File: config.mk
export PLATFORM = sky130hd
export DESIGN_NAME = id_stage
export DESIGN_NICKNAME = d
export VERILOG_FILES = /design/src/rtl/id_stage.sv
export SDC_FILE = /design/constraint.sdc
export NUM_CORES = 1
export LEC_CHECK = 0
export CAP_MARGIN = 20
export CELL_PAD_IN_SITES_DETAIL_PLACEMENT = 1
export CELL_PAD_IN_SITES_GLOBAL_PLACEMENT = 2
export CORE_ASPECT_RATIO = 0.5
export CORE_MARGIN = 3
export CORE_UTILIZATION = 25
export CTS_CLUSTER_SIZE = 20
export DETAILED_ROUTE_END_ITERATION = 6
export PLACE_DENSITY_LB_ADDON = 0.12
export SKIP_CTS_REPAIR_TIMING = 1
export SLEW_MARGIN = 20
export SYNTH_ARGS = -nofsm -noshare
export SYNTH_HDL_FRONTEND = slang
export SYNTH_SLANG_ARGS = --single-unit
File: constraint.sdc
create_clock -name clk -period 2.93 [get_ports clk]
set_input_delay 0.293 -clock clk [delete_from_list [all_inputs] [get_ports clk]]
set_output_delay 0.293 -clock clk [all_outputs]
set_load 0.1 [all_outputs]
File: src/rtl/id_stage.sv
// Instruction-decode stage: register-file addressing, immediate generation,
// write-back bypass, load-use stall and a one-entry ID/EX output register.
module id_stage #(
    parameter int XLEN          = 32,
    parameter bit ENABLE_BYPASS = 1'b1
) (
    input  logic            clk,
    input  logic            reset,
    input  logic            if_valid,
    input  logic [31:0]     if_instr,
    input  logic [XLEN-1:0] if_pc,
    output logic            if_ready,
    output logic [4:0]      rs1,
    output logic [4:0]      rs2,
    input  logic [XLEN-1:0] read_data1,
    input  logic [XLEN-1:0] read_data2,
    input  logic            wb_RegWrite,
    input  logic [4:0]      wb_rd,
    input  logic [XLEN-1:0] wb_data,
    input  logic            ex_load,
    input  logic [4:0]      ex_rd,
    input  logic            flush,
    output logic            id_valid,
    input  logic            id_ready,
    output logic [XLEN-1:0] id_pc,
    output logic [XLEN-1:0] id_rs1_val,
    output logic [XLEN-1:0] id_rs2_val,
    output logic [XLEN-1:0] id_imm,
    output logic [4:0]      id_rs1,
    output logic [4:0]      id_rs2,
    output logic [4:0]      id_rd,
    output logic [6:0]      id_opcode,
    output logic [2:0]      id_funct3,
    output logic [6:0]      id_funct7
);

    localparam logic [6:0] OP_LUI    = 7'b0110111;
    localparam logic [6:0] OP_AUIPC  = 7'b0010111;
    localparam logic [6:0] OP_JAL    = 7'b1101111;
    localparam logic [6:0] OP_JALR   = 7'b1100111;
    localparam logic [6:0] OP_R      = 7'b0110011;
    localparam logic [6:0] OP_S      = 7'b0100011;
    localparam logic [6:0] OP_B      = 7'b1100011;
    localparam logic [6:0] OP_I_ALU  = 7'b0010011;
    localparam logic [6:0] OP_I_LOAD = 7'b0000011;

    logic [6:0]      w_opcode;
    logic [4:0]      w_rd;
    logic [2:0]      w_funct3;
    logic [6:0]      w_funct7;
    logic            w_uses_rs1;
    logic            w_uses_rs2;
    logic [XLEN-1:0] w_rs1_val;
    logic [XLEN-1:0] w_rs2_val;
    logic [XLEN-1:0] w_imm;
    logic            w_hazard;
    logic            w_accept;

    logic            r_valid;
    logic [XLEN-1:0] r_pc;
    logic [XLEN-1:0] r_rs1_val;
    logic [XLEN-1:0] r_rs2_val;
    logic [XLEN-1:0] r_imm;
    logic [4:0]      r_rs1;
    logic [4:0]      r_rs2;
    logic [4:0]      r_rd;
    logic [6:0]      r_opcode;
    logic [2:0]      r_funct3;
    logic [6:0]      r_funct7;

    assign w_opcode = if_instr[6:0];
    assign w_rd     = if_instr[11:7];
    assign w_funct3 = if_instr[14:12];
    assign w_funct7 = if_instr[31:25];
    assign rs1      = if_instr[19:15];
    assign rs2      = if_instr[24:20];

    assign w_uses_rs1 = !(w_opcode == OP_LUI || w_opcode == OP_AUIPC || w_opcode == OP_JAL);
    assign w_uses_rs2 = (w_opcode == OP_R || w_opcode == OP_S || w_opcode == OP_B);

    // Write-back data is not yet visible in the register file this cycle.
    always_comb begin
        w_rs1_val = read_data1;
        w_rs2_val = read_data2;
        if (rs1 == 5'd0)
            w_rs1_val = '0;
        else if (ENABLE_BYPASS && wb_RegWrite && wb_rd == rs1)
            w_rs1_val = wb_data;
        if (rs2 == 5'd0)
            w_rs2_val = '0;
        else if (ENABLE_BYPASS && wb_RegWrite && wb_rd == rs2)
            w_rs2_val = wb_data;
    end

    always_comb begin
        w_imm = '0;
        case (w_opcode)
            OP_I_ALU, OP_I_LOAD, OP_JALR:
                w_imm = {{20{if_instr[31]}}, if_instr[31:20]};
            OP_S:
                w_imm = {{20{if_instr[31]}}, if_instr[31:25], if_instr[11:7]};
            OP_B:
                w_imm = {{19{if_instr[31]}}, if_instr[31], if_instr[7],
                         if_instr[30:25], if_instr[11:8], 1'b0};
            OP_LUI, OP_AUIPC:
                w_imm = {if_instr[31:12], 12'b0};
            OP_JAL:
                w_imm = {{11{if_instr[31]}}, if_instr[31], if_instr[19:12],
                         if_instr[20], if_instr[30:21], 1'b0};
            default:
                w_imm = '0;
        endcase
    end

    assign w_hazard = ex_load && (ex_rd != 5'd0) &&
                      ((w_uses_rs1 && ex_rd == rs1) || (w_uses_rs2 && ex_rd == rs2));

    assign if_ready = !reset && !flush && !w_hazard && (!r_valid || id_ready);
    assign w_accept = if_valid && if_ready;

    always_ff @(posedge clk) begin
        if (reset) begin
            r_valid   <= 1'b0;
            r_pc      <= '0;
            r_rs1_val <= '0;
            r_rs2_val <= '0;
            r_imm     <= '0;
            r_rs1     <= '0;
            r_rs2     <= '0;
            r_rd      <= '0;
            r_opcode  <= '0;
            r_funct3  <= '0;
            r_funct7  <= '0;
        end else if (flush) begin
            r_valid <= 1'b0;
        end else if (w_accept) begin
            r_valid   <= 1'b1;
            r_pc      <= if_pc;
            r_rs1_val <= w_rs1_val;
            r_rs2_val <= w_rs2_val;
            r_imm     <= w_imm;
            r_rs1     <= rs1;
            r_rs2     <= rs2;
            r_rd      <= w_rd;
            r_opcode  <= w_opcode;
            r_funct3  <= w_funct3;
            r_funct7  <= w_funct7;
        end else if (id_ready) begin
            r_valid <= 1'b0;
        end
    end

    assign id_valid   = r_valid;
    assign id_pc      = r_pc;
    assign id_rs1_val = r_rs1_val;
    assign id_rs2_val = r_rs2_val;
    assign id_imm     = r_imm;
    assign id_rs1     = r_rs1;
    assign id_rs2     = r_rs2;
    assign id_rd      = r_rd;
    assign id_opcode  = r_opcode;
    assign id_funct3  = r_funct3;
    assign id_funct7  = r_funct7;

endmodule

**Yosys cells after proc, flatten, opt, wreduce, memory -nomap -nowiden**

Cells that the tools add are included.

- Bits in registers: 161
- Bits in latches: 0
- Bits in writable memories: 0
- Memory bits (read-only): 0
- Output and inout bits: 172
- Memories: 0

- Add/subtract/negate cells: 0
- Multiply operators: 0
- Div/mod/pow operators: 0
- $lt $le $gt $ge: 0
- Equal/unequal tests: 13
- Shift-type cells: 0
- Multiplexer cells: 7
- Bitwise operators: 1
- Reduce and logical (&&, ||, !) cells: 29

Operator list:

| kind | number |
|---|---|
| 32-bit case mux with 5 select lines | 1 |
| 32-bit two-way mux | 4 |
| 7-bit by 6-bit == test with 1-bit output, second input constant | 3 |
| 7-bit == test, second input constant | 3 |
| 5-bit == test | 4 |
| 7-bit by 5-bit == test with 1-bit output, second input constant | 2 |
| 1-bit logical AND | 10 |
| 5-bit logical NOT | 2 |
| 7-bit by 2-bit == test with 1-bit output, second input constant | 1 |
| 1-bit logical OR | 6 |
| 1-bit logical NOT | 5 |
| 5-bit nonzero test | 1 |
| 2-bit OR reduction | 2 |
| 3-bit OR reduction | 1 |
| 1-bit two-way mux | 2 |
| 2-bit AND reduction | 1 |
| 2-bit nonzero test | 1 |
| 1-bit inverter | 1 |

**Logic depth before layout (Yosys ltp)**

- Word-level depth: 12
- Gate-level depth with buffers: 10
- Gate-level depth less buffers: 5

**Least setup slack after synthesis**

OpenSTA, ideal clock, no wires.

- Path kind: reg2reg
- From: register r_valid, in the netlist id_valid
- To: register r_pc[13], in the netlist id_pc[13]
- Setup time: 0.121 ns
- Arrival time: 2.251 ns
- Slack: 0.558 ns
- Cell stages (with the launch flop): 9
- Path buffers: 3
- Cell sequence: dfxtp_1 -> nand2b_1 -> nor3b_1 -> and2_1 -> clkbuf_1 -> nand3_2 -> buf_6 -> buf_6 -> mux2_2

- Word-level cells in the longest chain between the ends: 5

Ends and longest elaborated chain:

| what | line | text |
|---|---|---|
| start: declaration | 59 | `logic r_valid;` |
| start signal: assignment | 123 | `r_valid <= 1'b0;` |
| start signal: assignment | 135 | `r_valid <= 1'b0;` |
| start signal: assignment | 137 | `r_valid <= 1'b1;` |
| 1-bit logical NOT | 118 | `assign if_ready = !reset && !flush && !w_hazard && (!r_valid \|\| id_ready);` |
| 1-bit logical OR | 118 |  |
| 1-bit logical AND | 118 |  |
| 1-bit logical AND | 119 | `assign w_accept = if_valid && if_ready;` |
| 2-bit AND reduction (no source line) | -- |  |
| end signal: assignment | 138 | `r_pc <= if_pc;` |
| end: declaration | 60 | `logic [XLEN-1:0] r_pc;` |

Every way passes these cells.
A chain may end at the register's enable or synchronous reset.

**Final worst setup path**

- From: input if_instr[0]
- To: output if_ready

- Word-level cells in the longest chain between the ends: 10

Ends and longest elaborated chain:

| what | line | text |
|---|---|---|
| start: declaration | 10 | `input logic [31:0] if_instr,` |
| 7-bit by 6-bit == test with 1-bit output / 7-bit by 5-bit == test with 1-bit output (equally long branches) | 78 | `assign w_uses_rs1 = !(w_opcode == OP_LUI \|\| w_opcode == OP_AUIPC \|\| w_opcode == OP_JAL);` |
| 1-bit logical OR (2 in series) | 78 |  |
| 1-bit logical NOT | 78 |  |
| 1-bit logical AND | 116 | `((w_uses_rs1 && ex_rd == rs1) \|\| (w_uses_rs2 && ex_rd == rs2));` |
| 1-bit logical OR * | 116 |  |
| 1-bit logical AND * | 115 | `assign w_hazard = ex_load && (ex_rd != 5'd0) &&` |
| 1-bit logical NOT * | 118 |  |
| 1-bit logical AND * (2 in series) | 118 |  |
| end: declaration | 12 | `output logic if_ready,` |

Every way passes the cells marked *; elsewhere a longest branch is shown, timed or not.

==> qor.json <==
{
  "status": {
    "status": "complete, no violations"
  },
  "critical_path": {
    "worst_path_dominant_cell_family": "simple AND/OR/NAND/NOR gates",
    "crit_arrival_ps": 2310,
    "reg2regPathDepth": 6,
    "timing.critical_path.depth": 7,
    "crit_buf_inv": 3,
    "slowest_stage": "sky130_fd_sc_hd__or3_1",
    "timing.critical_path.to_type": "output pin",
    "critical_path_required_ps": 2640,
    "cp_cell_sequence": "clkdlybuf4s50_1 -> nor4bb_1 -> buf_4 -> nand4_1 -> or3_1 -> and3_4 -> buf_12",
    "setup.worst_path.start_class": "input port",
    "timing.critical_path.slowest_cell_delay_ps": 490,
    "crit_fanout": 4,
    "crit_type": "input port to output pin"
  },
  "drt": {
    "route.final.wire_length_um": 34600,
    "initialDrtViolationCount": 344,
    "ant_nets": 0,
    "vias_per_cell": 4.73,
    "dr_total_vias": 7801,
    "avgRoutedWirePerCell_um": 21.0,
    "detail_route.drc_violations": 0,
    "number_of_detailed_routing_iterations_run_before_antenna_repair": 4
  },
  "synthesis": {
    "synth.area.top_cells": "sky130_fd_sc_hd__dfxtp_1, sky130_fd_sc_hd__mux2_2, sky130_fd_sc_hd__nor2b_1",
    "mappedNetlistNets": 1065,
    "synth_warnings": 0,
    "synthTopCellsByCount": "sky130_fd_sc_hd__dfxtp_1, sky130_fd_sc_hd__nor2b_1, sky130_fd_sc_hd__mux2_2",
    "synthDominantCellAreaShare_pct": 38.5,
    "asyncSetResetFlopFracSynth_pct": 0,
    "synth_enable_flop_cells": 0,
    "synth-seq-cells": 161,
    "post_synthesis_cells": 888,
    "synthDominantAreaCellType": "sky130_fd_sc_hd__dfxtp_1",
    "post_synth_num_cell_types": 45,
    "synth.yosys.seq_area_share_pct": 38.5,
    "synth-main-ff-cell": "sky130_fd_sc_hd__dfxtp_1",
    "synthesis.area_per_instance_um2": 9.42,
    "mappedNetlistArea_um2": 8370,
    "synth_most_common_cell": "sky130_fd_sc_hd__dfxtp_1"
  },
  "sta": {
    "grt_setup_unrepaired": "false",
    "final_setup_tns_ps": 0,
    "final.setup.worst_slack_ps": 324,
    "slew_headroom_pct": 58.6,
    "tightestPinTransition_ps": 622,
    "report.final.setup_viol": 0,
    "clock-skew-final_ps": 13.4,
    "hold_viol": 0,
    "min_period_over_period_pct": 88.9,
    "final_max_slew_viol_count": 0,
    "min_period_ps": 2610,
    "timing.fmax_mhz": 384
  },
  "place": {
    "dpl.cell_count": 1615,
    "hpwl_um": 25200,
    "gpl.final_weighted_congestion": 0.812,
    "dp_worst_setup_slack_ps": 87.9,
    "numPortBuffers": 348
  },
  "final_layout": {
    "fin_nets": 1379,
    "final-instance-count-excl-fill": 1649,
    "area_growth_syn_to_layout_pct": 49.8,
    "post_route_cells_drive_above_1_share_pct": 31.2
  },
  "clocking": {
    "ctsHtreeMaxLevel": 4,
    "clock_tree_from_tritoncts": "built",
    "worst_setup_hold_path_clk_slew_ps": 70,
    "clk-insertion-delay-late_ps": 450,
    "cts_buffer_depth": 2,
    "cts_bufs_inserted": 17,
    "tritoncts_num_sinks": 161,
    "clockRootBuffer": "sky130_fd_sc_hd__clkbuf_16"
  },
  "global_route": {
    "first_global_vias": 8438,
    "grt_pass1_wl_um": 52400,
    "globalRoute.totalOverflow": 0,
    "maximum_number_of_pins_on_one_net_before_global_route_repair": 122,
    "antenna_found_initial": 3,
    "grtUsageTotal_pct": 19.1
  },
  "pwr": {
    "leakagePower_nw": 5.04,
    "p_seq_share_pct": 35.4,
    "total_switching_power_mw": 2.36,
    "p_per_area_nw_per_um2": 527,
    "maximum_vdd_ir_drop_mv": 0.384,
    "switch_share_pct": 35.7,
    "power_frac_clock_pct": 36.9,
    "power.internal_mw": 4.24,
    "comb_power_share_pct": 27.7,
    "power.total_mw": 6.60
  },
  "floorplan": {
    "die-height_um": 135,
    "placeableCoreArea_um2": 32300,
    "io-pin-count": 349,
    "std_cell_rows": 46,
    "die_footprint_um2": 35800,
    "chipWidth_um": 265,
    "start_util_pct": 25.9
  },
  "flow_run": {
    "drv_cap": 0
  },
  "min_path": {
    "min_delay_path_depth": 3,
    "worst_hold_path_type": "input port to flop"
  }
}
flip-flops by register name (all words and copies together) (netlist names):
| signal | cells |
|---|---|
| id_rs2 | 5 |
| id_rs1 | 5 |
| id_funct3 | 3 |
| id_rs1_val | 32 |
| id_imm | 32 |
| id_rd | 5 |
| id_pc | 32 |
| id_rs2_val | 32 |
| id_opcode | 7 |
| id_funct7 | 7 |
| id_valid | 1 |
cell usage in the layout, fill, tap and decap left out, drive strengths merged, types with 4 or more instances in the layout:
cell | Yosys | routed
a31oi | 23 | 23
nand4 | 4 | 4
dfxtp | 161 | 161
a21oi | 89 | 89
mux2i | 7 | 7
nand3 | 69 | 69
or4 | 4 | 4
nor2b | 134 | 134
clkbuf | 65 | 17
xnor2 | 20 | 20
nand2 | 13 | 13
a311oi | 22 | 22
o21ai | 68 | 68
nand2b | 9 | 9
inv | 0 | 7
mux2 | 131 | 131
clkdlybuf4s50 | 0 | 175
and2 | 4 | 4
buf | 36 | 221
through the flow:
step	utilization [%]	hold WS, ps	area, um^2
2_1_floorplan	-	371	8370
6_report	38.8	376	12500
3_3_place_gp	36.9	466	11900
4_1_cts	38.8	369	12500
5_1_grt	38.8	397	12500
3_5_place_dp	36.9	474	11900
routing by layer:
layer,part of all wire [%],track usage (%)
met1,44,23.6
met2,51,33.8
met3,2.7,3.43
met4,2.3,6.57
met5,0,0
final timing paths:
kind                                        startpoint                         end  slack [ps]
worst max-delay path                       if_instr[0]                    if_ready         320
worst min-delay path                             reset      id_rs1[0]$_SDFFE_PP0P_         380
worst max register to register   id_valid$_SDFFE_PP0P_  id_rs2_val[4]$_SDFFE_PP0P_        1170
worst min register to register  id_imm[8]$_SDFFE_PP0P_      id_imm[8]$_SDFFE_PP0P_         480
cell type report:
| type | count | area (um^2) |
|---|---|---|
| Fill cell | 3663 | 19800 |
| Multi-Input combinational cell | 626 | 4600 |
| Timing Repair Buffer | 396 | 3540 |
| Sequential cell | 161 | 3220 |
| Tap cell | 432 | 541 |
| Clock buffer | 17 | 425 |
| Clock inverter | 15 | 195 |
| Antenna cell | 2 | 5.00 |
worst reg2reg max path: stages (launching register included):
cell and delay [ps]:
sky130_fd_sc_hd__dfxtp_1 320, sky130_fd_sc_hd__nand2b_1 80, sky130_fd_sc_hd__nor3b_1 250, sky130_fd_sc_hd__and2_1 240, sky130_fd_sc_hd__nand3_4 150, sky130_fd_sc_hd__buf_12 230
sky130_fd_sc_hd__mux2_1 380
power by group through the flow:
stage                     Clock (mW)  Sequential [mW]  Combinational [mW]
after global placement             0             2.39                1.83
after detailed placement           0             2.39                1.84
after floorplan                    0             3.09               0.500
final                           2.44             2.34                1.83
after global routing            2.62             2.35                1.91
after CTS                       2.53             2.34                1.85
logic make-up (layout without fill, tap and decap cells):
logic type             after synthesis  count (layout)  share of synthesized area, %
AO/OA/AOI/OAI                      211             211                          16.1
XOR/XNOR                            20              20                          2.09
buffers and inverters              101             428                          6.65
flip-flops                         161             161                          38.5
multiplexers                       138             138                          18.5
other                                0               2                             0
AND/OR/NAND/NOR                    257             257                          18.2
Power figures use the tool's default switching activity.
